`config.mk`:
```
export PLATFORM = sky130hd
export DESIGN_NAME = riscv_cache_refill
export DESIGN_NICKNAME = d
export VERILOG_FILES = /design/src/rtl/riscv_cache_refill.sv
export SDC_FILE = /design/constraint.sdc
export NUM_CORES = 1
export LEC_CHECK = 0
export BUFFER_PORTS_ARGS = -buffer_cell sky130_fd_sc_hd__buf_2
export CAP_MARGIN = 10
export CORE_MARGIN = 2
export CORE_UTILIZATION = 46
export DETAILED_ROUTE_END_ITERATION = 10
export GPL_TIMING_DRIVEN = 0
export HOLD_SLACK_MARGIN = 0.08
export MAX_ROUTING_LAYER = met4
export PLACE_DENSITY = 0.76
export SYNTH_ARGS = -nofsm -noshare
export SYNTH_HDL_FRONTEND = slang
export SYNTH_SLANG_ARGS = --single-unit
```
`constraint.sdc`:
```
create_clock -name clk_i -period 2.9 [get_ports clk_i]
set_clock_uncertainty 0.15 [all_clocks]
set_input_delay 0.58 -clock clk_i [delete_from_list [all_inputs] [get_ports clk_i]]
set_output_delay 0.58 -clock clk_i [all_outputs]
set_load 0.01 [all_outputs]
```
`src/rtl/riscv_cache_refill.sv`:
```
// riscv_cache_refill: critical-word-first line refill engine for the cache miss path.
// Issues one wrapping read burst to the BIU, forwards the first returned beat to
// the core and writes the assembled line back in a single cycle.

package riscv_cache_refill_pkg;

  typedef logic [2:0] biu_prot_t;

  typedef enum logic [2:0] {
    BYTE  = 3'd0,
    HWORD = 3'd1,
    WORD  = 3'd2,
    DWORD = 3'd3,
    QWORD = 3'd4
  } biu_size_t;

  typedef enum logic [2:0] {
    SINGLE = 3'd0,
    INCR   = 3'd1,
    WRAP4  = 3'd2,
    INCR4  = 3'd3,
    WRAP8  = 3'd4,
    INCR8  = 3'd5,
    WRAP16 = 3'd6,
    INCR16 = 3'd7
  } biu_type_t;

endpackage

module riscv_cache_refill
  import riscv_cache_refill_pkg::*;
#(
  parameter int XLEN       = 32,
  parameter int PLEN       = XLEN,
  parameter int BLOCK_SIZE = 256
) (
  input  logic                  clk_i,
  input  logic                  rst_i,

  input  logic                  miss_req_i,
  input  logic [PLEN-1:0]       miss_adr_i,
  input  biu_prot_t             miss_prot_i,
  input  logic                  flush_i,
  output logic                  busy_o,

  output logic                  biu_stb_o,
  input  logic                  biu_stb_ack_i,
  output logic [PLEN-1:0]       biu_adri_o,
  output biu_size_t             biu_size_o,
  output biu_type_t             biu_type_o,
  output biu_prot_t             biu_prot_o,
  output logic                  biu_we_o,
  output logic                  biu_lock_o,
  input  logic [XLEN-1:0]       biu_d_i,
  input  logic                  biu_ack_i,
  input  logic                  biu_err_i,

  output logic [XLEN-1:0]       q_o,
  output logic                  q_valid_o,

  output logic                  line_we_o,
  output logic [PLEN-1:0]       line_adr_o,
  output logic [BLOCK_SIZE-1:0] line_o,
  output logic                  err_o
);

  localparam int BURST_LEN     = BLOCK_SIZE / XLEN;
  localparam int BLK_OFFS_BITS = $clog2(BLOCK_SIZE / 8);
  localparam int WORD_BITS     = $clog2(BURST_LEN);

  localparam logic [PLEN-1:0] WORD_MASK = ~PLEN'(XLEN / 8 - 1);
  localparam logic [PLEN-1:0] LINE_MASK = ~PLEN'(BLOCK_SIZE / 8 - 1);

  localparam biu_size_t BURST_SIZE = (XLEN == 64) ? DWORD : WORD;
  localparam biu_type_t BURST_TYPE = (BURST_LEN == 4) ? WRAP4 :
                                     (BURST_LEN == 8) ? WRAP8 : WRAP16;

  typedef enum logic [1:0] {
    IDLE,
    REQ,
    DATA,
    WRITE
  } state_t;

  state_t                state_q, state_d;

  logic [PLEN-1:0]       adr_q;
  biu_prot_t             prot_q;
  logic [WORD_BITS-1:0]  start_q;
  logic [WORD_BITS-1:0]  cnt_q;
  logic [WORD_BITS-1:0]  slot;
  logic                  drop_q;
  logic [XLEN-1:0]       q_q;
  logic                  q_valid_q;
  logic                  err_q;
  logic [XLEN-1:0]       line_q [BURST_LEN];

  logic                  accept;
  logic                  err_d;

  assign slot = start_q + cnt_q;

  // State register
  always_ff @(posedge clk_i) begin
    if (rst_i) state_q <= IDLE;
    else       state_q <= state_d;
  end

  // Next-state decode, beat acceptance and state-derived outputs
  always_comb begin
    state_d    = state_q;
    accept     = 1'b0;
    err_d      = 1'b0;
    busy_o     = (state_q != IDLE);
    biu_stb_o  = (state_q == REQ);
    line_we_o  = (state_q == WRITE);
    biu_adri_o = adr_q;
    biu_prot_o = prot_q;
    biu_size_o = BURST_SIZE;
    biu_type_o = BURST_TYPE;
    biu_we_o   = 1'b0;
    biu_lock_o = 1'b0;
    q_o        = q_q;
    q_valid_o  = q_valid_q;
    err_o      = err_q;
    line_adr_o = adr_q & LINE_MASK;

    unique case (state_q)
      IDLE: begin
        if (miss_req_i) state_d = REQ;
      end
      REQ: begin
        if (biu_err_i) begin
          err_d   = 1'b1;
          state_d = IDLE;
        end else if (biu_stb_ack_i) begin
          // A beat may already arrive together with the strobe acknowledge.
          accept  = biu_ack_i;
          state_d = DATA;
        end
      end
      DATA: begin
        if (biu_err_i) begin
          err_d   = 1'b1;
          state_d = IDLE;
        end else if (biu_ack_i) begin
          accept = 1'b1;
          if (cnt_q == WORD_BITS'(BURST_LEN - 1)) state_d = WRITE;
        end
      end
      WRITE: begin
        state_d = IDLE;
      end
      default: state_d = IDLE;
    endcase
  end

  // Request capture, beat assembly and critical-word forwarding
  always_ff @(posedge clk_i) begin
    if (rst_i) begin
      adr_q     <= '0;
      prot_q    <= '0;
      start_q   <= '0;
      cnt_q     <= '0;
      drop_q    <= 1'b0;
      q_q       <= '0;
      q_valid_q <= 1'b0;
      err_q     <= 1'b0;
      for (int unsigned i = 0; i < BURST_LEN; i++) line_q[i] <= '0;
    end else begin
      q_valid_q <= 1'b0;
      err_q     <= err_d;

      if (state_q == IDLE) begin
        if (miss_req_i) begin
          adr_q   <= miss_adr_i & WORD_MASK;
          prot_q  <= miss_prot_i;
          start_q <= miss_adr_i[BLK_OFFS_BITS-1 -: WORD_BITS];
          cnt_q   <= '0;
          drop_q  <= 1'b0;
        end
      end else if (flush_i) begin
        drop_q <= 1'b1;
      end

      if (accept) begin
        line_q[slot] <= biu_d_i;
        cnt_q        <= cnt_q + 1'b1;
        // Same-cycle flush must already suppress the critical word.
        if (cnt_q == '0 && !drop_q && !flush_i) begin
          q_q       <= biu_d_i;
          q_valid_q <= 1'b1;
        end
      end
    end
  end

  // Flatten the word array into the line bus
  always_comb begin
    line_o = '0;
    for (int unsigned i = 0; i < BURST_LEN; i++) line_o[i*XLEN +: XLEN] = line_q[i];
  end

endmodule
```
# Word level (Yosys, flattened, before mapping)
# Memories as Yosys holds them, arrays and structs flattened.
# Index checks and enable logic that the tools add are counted.
# word_totals
register_bits	76
latchBits	0
ramBits	256
rom_bits	0
input_bits	74
output_inout_bits	368
memories	1
# mem_list
memory	depth	word_bits	read_ports	rd_clocked_by_memory_dff	write_ports	line_no	source
line_q	8	32	8	0	8	96	logic [XLEN-1:0] line_q [BURST_LEN];
# classes
addsub	2
multipliers	0
div_mod_pow	0
order_cmp	0
eq_ne	8
n_shift	0
muxes	28
n_bitwise	2
reduce_logical	19
# op_table
operator	count
two-way mux 32 bit	1
OR reduction 32 bit	1
two-way mux 1 bit	15
two-way mux 2 bit	6
two-way mux 3 bit	4
one-hot mux 2 bit (4 select lines)	1
AND reduction 2 bit	4
nonzero test 2 bit	4
!= test 3 bit (second input constant)	2
OR reduction 2 bit	3
equality test 2 bit (second input constant)	2
AND reduction 4 bit	1
adder 3 x 1 -> 3 bit (second input constant)	1
adder 3 bit	1
equality test 3 bit (second input constant)	1
zero test 3 bit	1
!= test 3 x 1 -> 1 bit (second input constant)	1
equality test 2 x 1 -> 1 bit (second input constant)	1
logical AND 1 bit	2
zero test 1 bit	2
zero test 2 bit	1
!= test 2 bit (second input constant)	1
NOT 1 bit	2
one-hot mux 1 bit (2 select lines)	1

# Longest topological paths before layout
# logic_depth
depth_word	8
mapped_depth	8
depth_no_buf	6

# Worst setup path after synthesis
# OpenSTA, ideal clock, no wires.
# synth_timing
path_kind	register to register
start	reg start_q[0]
end	mem line_q[6][0], enable pin
arrival_time_ns	2.334
setup_slack_ns	0.028
stages_incl_launch_ff	8
period_less_slack_ns	2.872
path_cell_list	dfxtp_1 > ha_1 > inv_1 > fa_1 > xnor3_1 > and2b_1 > clkbuf_1 > a21o_1
# synth_rtl
item	line_no	source
start: declaration	89	logic [WORD_BITS-1:0] start_q;
start signal: assignment	178	start_q <= miss_adr_i[BLK_OFFS_BITS-1 -: WORD_BITS];
end: declaration	96	

==> impl_results.md <==
* RD Place Congestion at 0.838
* Critical path arrival at 3.02 ns
* Final Critical Period at around 2.8 ns
* Final global-route overflow total at 0
* Final Max Slew Viols at 0
* Count of different cell masters after synthesis at 43
* Leakage power at between 8 and 9 nW
* Mapped cell area at 13,100 sq um
* CP endpoint kind: flop
* Vias at about 10,000
* Critical Path Start Type: flop
* Die W at ~170 um
* Clock Latency Late Sink at roughly 0.50 ns
* Unrepaired setup endpoints after global routing: true
* Slew Limit Headroom at a little under a fifth
* Yosys Warn Count at 0
* Synth Flop Type: edfxtp_1
* Largest net degree at the start of global routing at 33
* Vias in the first global route at roughly 9,600
* Share of cells above drive strength 1 at just under 40%
* Initial Util at a little under half
* Final setup vio count at 0
* DR iter-0 viols at around 960
* Total of max-cap violations at 0
* H-tree levels at 2
* Max clock buf depth at 3
* Hold Fails Final Rpt at 0
* TritonCTS clock tree: done
* Post-route cell area at ~17,000 sq um
* Worst hold path type: in2reg
* IO buf count at around 420
* Post-synth EDFFs at 256
* Die height at roughly 170 um
* First-pass GRT wire length at between 60 and 70 mm
* Commonest cells in the netlist: 256 x and3_1, 256 x edfxtp_1, 73 x dfxtp_1
* Final core occ at between 60 and 70%
* Syn Inst Count at between 900 and 1,000
* Vias per std cell at ~5.3
* Max Freq at about 0.36 GHz
* P&R area growth vs syn at 30.6%
* Avg WL per Cell at about 23 um
* Final Cycle Share at 97.0%
* Ports at ~440
* Clk slew on worst S/H paths at roughly 0.06 ns
* Synth area leaders: edfxtp_1 59%, and3_1 12%, dfxtp_1 11%
* Status: completed
* Req. time, crit path at 3.11 ns
* CORE AREA at between 20,000 and 30,000 sq um
* Area after DPL at 15,800 sq um
* Clock Sinks at approximately 330
* DR pass1 iterations at 7
* Worst Tran Pin Value at 1.22 ns
* CP max FO at 10
* Die area at 29,900 sq um
* Hold_ws at approximately 0.17 ns
* CTS buffer count at 35
* Register bit total from synthesis at between 300 and 400
* # DRC at 0
* Rows at 61
* Fraction of registers with async set/reset at 0%
* Pwr Density at 639 nW/um^2
* DRT antenna net count at 0
* Final WL at approximately 43 mm
* Hold buffers post-CTS at 0
* Synth area leader: edfxtp_1
* GRT Total Usage at roughly 28%
* Detailed placement HPWL at roughly 30 mm
* Clk root buf: clkbuf_16
* Post-synthesis sequential area ratio at 69.8%
* Final nets at around 1,500
* Mapped Avg Cell Area at around 14 sq um
* Crit Path Category: reg2reg
* Peak supply drop at roughly 0.00046 V
* Initial antenna violation count at 1
* Yosys top cell area share at between 50% and 60%
==> worst max-delay path, cell delays in order (launching register included) <==
cell,delay (ns)
dfxtp_1,0.39
inv_1,0.10
ha_1,0.36
nand3b_4,0.19
nor4b_2,0.28
buf_2,0.34
clkbuf_1,0.54
and3_1,0.30
==> placed cells by master (no fill, tap or decap), drive strengths merged, types with 2 or more instances in the layout <==
cell type | netlist | layout
a21o | 5 | 8
inv | 8 | 10
bufinv | 0 | 5
nand2b | 66 | 66
nand2 | 68 | 68
and2 | 2 | 2
nor4 | 2 | 2
clkbuf | 64 | 112
conb | 2 | 15
buf | 57 | 483
mux2i | 34 | 34
a21oi | 37 | 37
nand3 | 3 | 3
a31o | 4 | 7
and3 | 256 | 256
o211ai | 3 | 3
nor2 | 3 | 3
nor2b | 2 | 2
edfxtp | 256 | 256
clkinv | 0 | 5
ha | 9 | 9
dfxtp | 73 | 73
nor3 | 3 | 3
and3b | 2 | 2
==> worst paths after layout <==
path / start / endpoint / slack, ns / cells past startpoint
worst max-delay path: state_q[1] / line_q[7][22] / 0.09 / 7
worst max register to register: state_q[1] / line_q[7][22] / 0.09 / 7
worst min-delay path: miss_adr_i[29] / biu_adri_o[29] / 0.17 / 3
worst min register to register: biu_prot_o[1] / biu_prot_o[1] / 0.31 / 2
==> repair_timing <==
item,4_1_cts,5_1_grt
endpoints found under the setup margin,256,226
endpoints found under the hold margin,0,0
gates resized for setup,14,14
setup buffers,0,2
gates cloned,2,4
==> cell type report <==
class	count	area [sq um]
inverter	8	30.0
multi-input combinational	531	3490
antenna	1	2.50
tap	378	473
clock buffer	48	945
sequential	329	9150
clock inverter	12	188
fill	2158	10800
buffer	121	672
timing repair buffer	426	2170
==> flip-flops by register name, summed over array words and instances (netlist names) <==
register,cells
line_q,256
q_o,32
biu_adri_o,28
biu_prot_o,3
cnt_q,3
start_q,2
state_q,2
drop_q,1
err_o,1
q_valid_o,1
==> per-layer routing <==
layer  track usage, %  routed length (um)  vias to the layer above  part of all wire (%)
li1                 -                   -                     4433                     -
met1             33.3               16500                     4703                    39
met2             47.9               21600                      553                    50
met3             5.39                3310                       89                   7.7
met4             10.6                1500                        0                   3.5
met5                -                   0                        -                     0
==> power breakdown <==
part / internal, mW / total (mW) / switching [mW]
logic: 0.381 / 1.12 / 0.736
clock network: 2.72 / 4.50 / 1.78
registers: 5.24 / 5.32 / 0.0825
total: 8.35 / 10.9 / 2.60
==> through the flow <==
| stage | setup WS [ns] | TNS [ns] | instances | power (mW) |
|---|---|---|---|---|
| global route | -0.0139 | -0.0143 | 1854 | 11.2 |
| floorplan | 0.0283 | 0 | 983 | 5.95 |
| global placement | -0.895 | -135.62 | 1784 | 6.47 |
| CTS | 0.00228 | 0 | 1847 | 11.0 |
| finish | 0.0878 | 0 | 1854 | 10.9 |
| detailed placement | -0.482 | -90.26 | 1785 | 6.49 |
==> cell families after synthesis <==
logic type / share of synthesized area (%)
adder cells (fa/ha/maj): 1.01
buffers and inverters: 5.30
flip-flops: 69.8
other: 0.0573
XOR/XNOR: 0.172
AND/OR/NAND/NOR: 18.7
AO/OA/AOI/OAI: 2.39
multiplexers: 2.60
Power figures use the tool's default switching activity.
